$ cat config.mk
export PLATFORM = sky130hd
export DESIGN_NAME = sha256_stream_core
export DESIGN_NICKNAME = d
export VERILOG_FILES = /design/src/rtl/sha256_stream_core.sv
export SDC_FILE = /design/constraint.sdc
export NUM_CORES = 2
export LEC_CHECK = 0
export ABC_AREA = 0
export CAP_MARGIN = 20
export CORE_UTILIZATION = 45
export CTS_BUF_LIST = sky130_fd_sc_hd__clkbuf_2 sky130_fd_sc_hd__clkbuf_4 sky130_fd_sc_hd__clkbuf_8
export CTS_CLUSTER_SIZE = 16
export DETAILED_ROUTE_END_ITERATION = 6
export PLACE_DENSITY_LB_ADDON = 0.12
export SLEW_MARGIN = 20
export SYNTH_ARGS = -nofsm -noshare
export SYNTH_HDL_FRONTEND = slang
export SYNTH_SLANG_ARGS = --single-unit
$ cat constraint.sdc
create_clock -name i_clk -period 17.2 [get_ports i_clk]
set_input_delay 3.44 -clock i_clk [delete_from_list [all_inputs] [get_ports i_clk]]
set_output_delay 3.44 -clock i_clk [all_outputs]
set_load 0.05 [all_outputs]
$ cat src/rtl/sha256_stream_core.sv
// SHA-256 compression engine that chains hash state across pre-padded 512-bit blocks.
// Define SHA224_MODE_EN to add the i_mode port and SHA-224 IV and truncated output.
module sha256_stream_core #(
    parameter int ROUNDS_PER_CYCLE = 1,
    parameter int CNT_W            = 16
) (
    input  logic             i_clk,
    input  logic             i_rst,
    input  logic             i_valid,
    output logic             o_ready,
    input  logic [511:0]     i_block,
    input  logic             i_first,
    input  logic             i_last,
`ifdef SHA224_MODE_EN
    input  logic             i_mode,
`endif
    output logic             o_busy,
    output logic             o_digest_valid,
    output logic [255:0]     o_digest,
    output logic [CNT_W-1:0] o_block_cnt
);
    localparam int R = ROUNDS_PER_CYCLE;

    generate
        if (R != 1 && R != 2 && R != 4 && R != 8) begin : g_bad_rounds
            $error("ROUNDS_PER_CYCLE must be 1, 2, 4 or 8");
        end
    endgenerate

    localparam logic [1:0] IDLE     = 2'd0;
    localparam logic [1:0] COMPRESS = 2'd1;
    localparam logic [1:0] UPDATE   = 2'd2;

    localparam logic [255:0] IV256 = 256'h6a09e667_bb67ae85_3c6ef372_a54ff53a_510e527f_9b05688c_1f83d9ab_5be0cd19;
`ifdef SHA224_MODE_EN
    localparam logic [255:0] IV224 = 256'hc1059ed8_367cd507_3070dd17_f70e5939_ffc00b31_68581511_64f98fa7_befa4fa4;
`endif

    localparam logic [31:0] K [64] = '{
        32'h428a2f98, 32'h71374491, 32'hb5c0fbcf, 32'he9b5dba5, 32'h3956c25b, 32'h59f111f1, 32'h923f82a4, 32'hab1c5ed5,
        32'hd807aa98, 32'h12835b01, 32'h243185be, 32'h550c7dc3, 32'h72be5d74, 32'h80deb1fe, 32'h9bdc06a7, 32'hc19bf174,
        32'he49b69c1, 32'hefbe4786, 32'h0fc19dc6, 32'h240ca1cc, 32'h2de92c6f, 32'h4a7484aa, 32'h5cb0a9dc, 32'h76f988da,
        32'h983e5152, 32'ha831c66d, 32'hb00327c8, 32'hbf597fc7, 32'hc6e00bf3, 32'hd5a79147, 32'h06ca6351, 32'h14292967,
        32'h27b70a85, 32'h2e1b2138, 32'h4d2c6dfc, 32'h53380d13, 32'h650a7354, 32'h766a0abb, 32'h81c2c92e, 32'h92722c85,
        32'ha2bfe8a1, 32'ha81a664b, 32'hc24b8b70, 32'hc76c51a3, 32'hd192e819, 32'hd6990624, 32'hf40e3585, 32'h106aa070,
        32'h19a4c116, 32'h1e376c08, 32'h2748774c, 32'h34b0bcb5, 32'h391c0cb3, 32'h4ed8aa4a, 32'h5b9cca4f, 32'h682e6ff3,
        32'h748f82ee, 32'h78a5636f, 32'h84c87814, 32'h8cc70208, 32'h90befffa, 32'ha4506ceb, 32'hbef9a3f7, 32'hc67178f2
    };

    function automatic logic [31:0] rotr(input logic [31:0] x, input int n);
        return (x >> n) | (x << (32 - n));
    endfunction

    function automatic logic [31:0] bsig0(input logic [31:0] x);
        return rotr(x, 2) ^ rotr(x, 13) ^ rotr(x, 22);
    endfunction

    function automatic logic [31:0] bsig1(input logic [31:0] x);
        return rotr(x, 6) ^ rotr(x, 11) ^ rotr(x, 25);
    endfunction

    function automatic logic [31:0] ssig0(input logic [31:0] x);
        return rotr(x, 7) ^ rotr(x, 18) ^ (x >> 3);
    endfunction

    function automatic logic [31:0] ssig1(input logic [31:0] x);
        return rotr(x, 17) ^ rotr(x, 19) ^ (x >> 10);
    endfunction

    logic [1:0]   state;
    logic [5:0]   rnd;
    logic [255:0] h;
    logic [255:0] work;
    logic [255:0] work_nxt;
    logic [255:0] sum;
    logic [255:0] iv_sel;
    logic [31:0]  w     [16];
    logic [31:0]  w_nxt [16];
    logic         last_flag;
    logic         done_p0;
    logic         mode;
    logic         accept;

    assign o_ready = (state == IDLE);
    assign o_busy  = ~o_ready;
    assign accept  = i_valid && o_ready;

`ifdef SHA224_MODE_EN
    assign iv_sel = i_mode ? IV224 : IV256;

    always_ff @(posedge i_clk or posedge i_rst) begin
        if (i_rst) begin
            mode <= 1'b0;
        end else if (accept && i_first) begin
            mode <= i_mode;
        end
    end
`else
    assign iv_sel = IV256;
    assign mode   = 1'b0;
`endif

    // R rounds per cycle; the window is extended by R scheduled words and then shifted by R
    always_comb begin
        logic [31:0] ext [16+R];
        logic [31:0] a, b, c, d, e, f, g, hh, t1, t2;
        t1 = '0;
        t2 = '0;
        for (int i = 0; i < 16; i++) ext[i] = w[i];
        for (int i = 16; i < 16 + R; i++) begin
            ext[i] = ssig1(ext[i-2]) + ext[i-7] + ssig0(ext[i-15]) + ext[i-16];
        end
        {a, b, c, d, e, f, g, hh} = work;
        for (int j = 0; j < R; j++) begin
            t1 = hh + bsig1(e) + ((e & f) ^ (~e & g)) + K[rnd + 6'(j)] + ext[j];
            t2 = bsig0(a) + ((a & b) ^ (a & c) ^ (b & c));
            hh = g;  g = f;  f = e;  e = d + t1;
            d  = c;  c = b;  b = a;  a = t1 + t2;
        end
        work_nxt = {a, b, c, d, e, f, g, hh};
        for (int i = 0; i < 16; i++) w_nxt[i] = ext[i+R];
    end

    always_comb begin
        sum = '0;
        for (int i = 0; i < 8; i++) begin
            sum[255-32*i -: 32] = h[255-32*i -: 32] + work[255-32*i -: 32];
        end
    end

    always_ff @(posedge i_clk) begin
        if (accept) begin
            work <= i_first ? iv_sel : h;
            for (int i = 0; i < 16; i++) w[i] <= i_block[511-32*i -: 32];
        end else if (state == COMPRESS) begin
            work <= work_nxt;
            w    <= w_nxt;
        end
    end

    // UPDATE folds the working state into H; the digest is registered one edge later
    always_ff @(posedge i_clk or posedge i_rst) begin
        if (i_rst) begin
            state          <= IDLE;
            rnd            <= '0;
            h              <= IV256;
            last_flag      <= 1'b0;
            done_p0        <= 1'b0;
            o_digest_valid <= 1'b0;
            o_digest       <= '0;
            o_block_cnt    <= '0;
        end else begin
            o_digest_valid <= done_p0;
            done_p0        <= 1'b0;
            if (done_p0) begin
                o_digest <= mode ? {h[255:32], 32'h0} : h;
            end
            case (state)
                IDLE: begin
                    if (accept) begin
                        if (i_first) h <= iv_sel;
                        last_flag <= i_last;
                        if (i_first) begin
                            o_block_cnt <= CNT_W'(1);
                        end else if (o_block_cnt != '1) begin
                            o_block_cnt <= o_block_cnt + 1'b1;
                        end
                        state <= COMPRESS;
                    end
                end
                COMPRESS: begin
                    rnd <= rnd + 6'(R);
                    if (rnd == 6'(64 - R)) state <= UPDATE;
                end
                UPDATE: begin
                    h       <= sum;
                    done_p0 <= last_flag;
                    state   <= IDLE;
                end
                default: state <= IDLE;
            endcase
        end
    end

endmodule

==> flow_metrics.py <==
metrics = {
    "pwr": {
        "p_leak_nw": 42.7,
        "power_density_nw_per_um2": 68.6,
        "p_sw_share_pct": 21.9,
        "peakVddDrop_mv": 0.0751,
        "p_int_mw": 5.12,
        "p_comb_share_pct": 2.6,
        "pwr-share-clk_pct": 47.1,
        "p_sw_mw": 1.44,
        "power.total_mw": 6.56,
        "p_seq_share_pct": 50.3,
    },
    "setup_path": {
        "crit_slowest_cell": "ha_1",
        "crit_path_max_fanout": 15,
        "startpoint_type": "flip-flop",
        "crit_top_cell": "a21oi_1",
        "slowest_delay_ns": 0.93,
        "cp.arrival_ns": 10.92,
        "crit_required_ns": 17.93,
        "critPathKind": "reg -> reg",
        "critPathCaptureType": "flip-flop",
    },
    "global_route": {
        "grt_use_total_pct": 33.8,
        "grt_first_pass_wirelength_um": 443000,
        "use_met1_pct": 47.1,
        "grt_pass1_vias": 62455,
        "grt_max_degree": 221,
        "grt_busiest_layer": "met2",
        "met3_usage_pct": 6.84,
        "grt_use_met2_pct": 52.2,
        "antenna_found_initial": 28,
        "overflow": 0,
    },
    "drt": {
        "drc_errors": 0,
        "detail_route.wl_per_cell_um": 27.1,
        "drt-vias-per-instance": 5.64,
        "dr.pass1.iters": 6,
        "dr_total_vias": 65313,
        "ant_nets": 0,
        "drt_iter0_markers": 6270,
        "totalWireLength_um": 313000,
    },
    "cells_and_area": {
        "final_common_cell": "nand2_1",
        "seq_area_um2": 36700,
        "fin_nets": 10133,
        "layout_common_cells": "nand2_1, clkdlybuf4s50_1, edfxtp_1, o21ai_0, inv_1",
        "synthToLayoutAreaGrowth_pct": 18.5,
        "finish.instance_area_um2": 95500,
        "multi_input_area_um2": 40500,
        "drive_above_1_share_pct": 10.4,
        "finalNonFillerCells": 11575,
        "n_fill_cell": 16203,
    },
    "synthesis": {
        "syn_avg_cell_area_um2": 9.64,
        "ys_warn_count": 0,
        "synth_edf_count": 768,
        "ys.flop_type": "edfxtp_1",
        "netlist_instances": 8361,
        "yosysSeqAreaShare_pct": 45.5,
        "syn_area_um2": 80600,
        "yosysUniqueCellTypes": 87,
        "syn_nets": 9471,
        "ys_ff_latch": 1307,
        "postSynth.asyncResetShare_pct": 41.2,
    },
    "floorplanning": {
        "die_x_um": 425,
        "rows": 154,
        "initial_core_util_pct": 45.5,
        "dieHeight_um": 425,
        "core_um2": 177000,
        "pin_count": 792,
        "dieArea_um2": 181000,
    },
    "min_path": {
        "hold_class": "reg -> reg",
    },
    "placed_design": {
        "dp_hpwl_um": 236000,
        "dp.cells": 11131,
        "dpl_cell_area_um2": 90500,
        "gp_congestion": 0.958,
        "port_buffers": 791,
    },
    "clock_network": {
        "clockRootBuffer": "clkbuf_8",
        "cts_made_buffers": 228,
        "path_clk_slew_ns": 0.07,
        "post_cts_buffers": 0,
        "ctsLongestPathBuffers": 3,
        "cts_hold_buf": 0,
        "clk_latency_ns": 1.04,
        "cts.repair.resized": 0,
        "clock_sinks": 1307,
        "h-tree-depth": 4,
        "cts_tree": "done",
    },
    "timing": {
        "post-route-min-period_ns": 10.19,
        "rsz0062_at_grt": "no",
        "finalMaxSlewViolations": 0,
        "finClkSkew_ns": 0.0703,
        "hold_viol_final": 0,
        "period_share_pct": 59.2,
        "clock.fmax_ghz": 0.0981,
        "fin_tns_setup_ns": 0,
        "worst_pin_slew_ns": 1.20,
        "setup_viol": 0,
        "hold_slack_ns": 0.465,
        "max_slew_margin_pct": 19.9,
    },
    "run": {
        "drv_cap": 0,
    },
    "outcome": {
        "status": "finished clean",
    },
}
==> worst max-delay path, delay by kind of cell (launching register included) <==
kind | cells | cell delay, ns
buffers and inverters | 4 | 0.74
AND/OR/NAND/NOR | 4 | 0.85
adder cells (fa/ha/maj) | 5 | 2.51
flip-flops | 1 | 0.75
AO/OA/AOI/OAI | 18 | 4.44
XOR/XNOR | 3 | 0.49
multiplexers | 1 | 0.13
==> stage by stage <==
step	util [%]	setup slack, ns
2_1_floorplan	-	3.21
3_3_place_gp	51.1	7.28
3_5_place_dp	51.1	7.20
4_1_cts	53.9	7.16
5_1_grt	53.9	6.40
6_report	54.0	7.01
==> registers in the layout (all words and copies together), names as in the netlist <==
name            count
work              256
w                 512
rnd                 6
o_block_cnt        16
h                 256
done_p0             1
state               2
last_flag           1
o_digest          256
o_digest_valid      1
==> final timing paths <==
path,from,endpoint,slack [ns],depth (start not counted)
worst max-delay path,rnd[0]$_DFFE_PP0P_,work[255]$_DFFE_PP_,7.01,35
worst min-delay path,w[118]$_DFFE_PP_,w[150]$_DFFE_PP_,0.47,2
worst max register to register,rnd[0]$_DFFE_PP0P_,work[255]$_DFFE_PP_,7.01,35
worst min register to register,w[118]$_DFFE_PP_,w[150]$_DFFE_PP_,0.47,2
max in group asynchronous,i_rst,o_digest[200]$_DFFE_PP0P_,11.48,5
min in group asynchronous,i_rst,o_digest[72]$_DFFE_PP0P_,2.87,2
==> layer usage <==
| metal | vias to the layer above | wire length (um) |
|---|---|---|
| met1 | 32349 | 134000 |
| li1 | 29963 | - |
| met2 | 2573 | 143000 |
| met3 | 420 | 25000 |
| met4 | 8 | 10300 |
| met5 | - | 48 |
==> cell families (layout without fill, tap and decap cells) <==
| logic type | Yosys count | in the layout | share of synthesized area [%] |
|---|---|---|---|
| compound gates | 1662 | 1662 | 12.5 |
| xor+xnor | 599 | 599 | 6.51 |
| fa+ha+maj | 596 | 596 | 11.1 |
| buf+inv | 928 | 1783 | 4.32 |
| flops | 1307 | 1307 | 45.5 |
| mux | 317 | 317 | 4.57 |
| other cells | 0 | 19 | 0 |
| simple gates | 2952 | 2952 | 15.5 |
==> Yosys cell counts, types with 136 or more instances <==
library cell,instances,area share (%)
edfxtp_1,768,29
o21ai_0,547,3.4
clkbuf_1,388,1.8
mux2_2,286,4.0
dfrtp_1,403,13
a21oi_1,493,3.1
ha_1,396,6.1
xnor2_1,314,3.4
inv_1,507,2.4
a21o_1,202,1.9
dfstp_2,136,4.4
nor2_1,317,1.5
nand2_1,2081,9.7
fa_1,197,4.9
xor2_1,285,3.1
==> cell type report <==
cell class | instances | area share (%)
Antenna cell | 19 | 0.0498
Multi-Input combinational cell | 6126 | 42.4
Clock inverter | 52 | 0.466
Inverter | 508 | 2.00
Timing Repair Buffer | 852 | 8.94
Sequential cell | 1307 | 38.4
Tap cell | 2340 | 3.06
Clock buffer | 371 | 4.68
==> power by group through the flow <==
| stage | registers [mW] | logic, mW | clock network, mW |
|---|---|---|---|
| floorplan | 3.36 | 0.0295 | 0 |
| global placement | 3.36 | 0.173 | 0 |
| detailed placement | 3.36 | 0.173 | 0 |
| CTS | 3.30 | 0.174 | 3.14 |
| global route | 3.30 | 0.181 | 3.27 |
| finish | 3.30 | 0.172 | 3.09 |
Note: power is estimated with default switching activity, not from simulation.
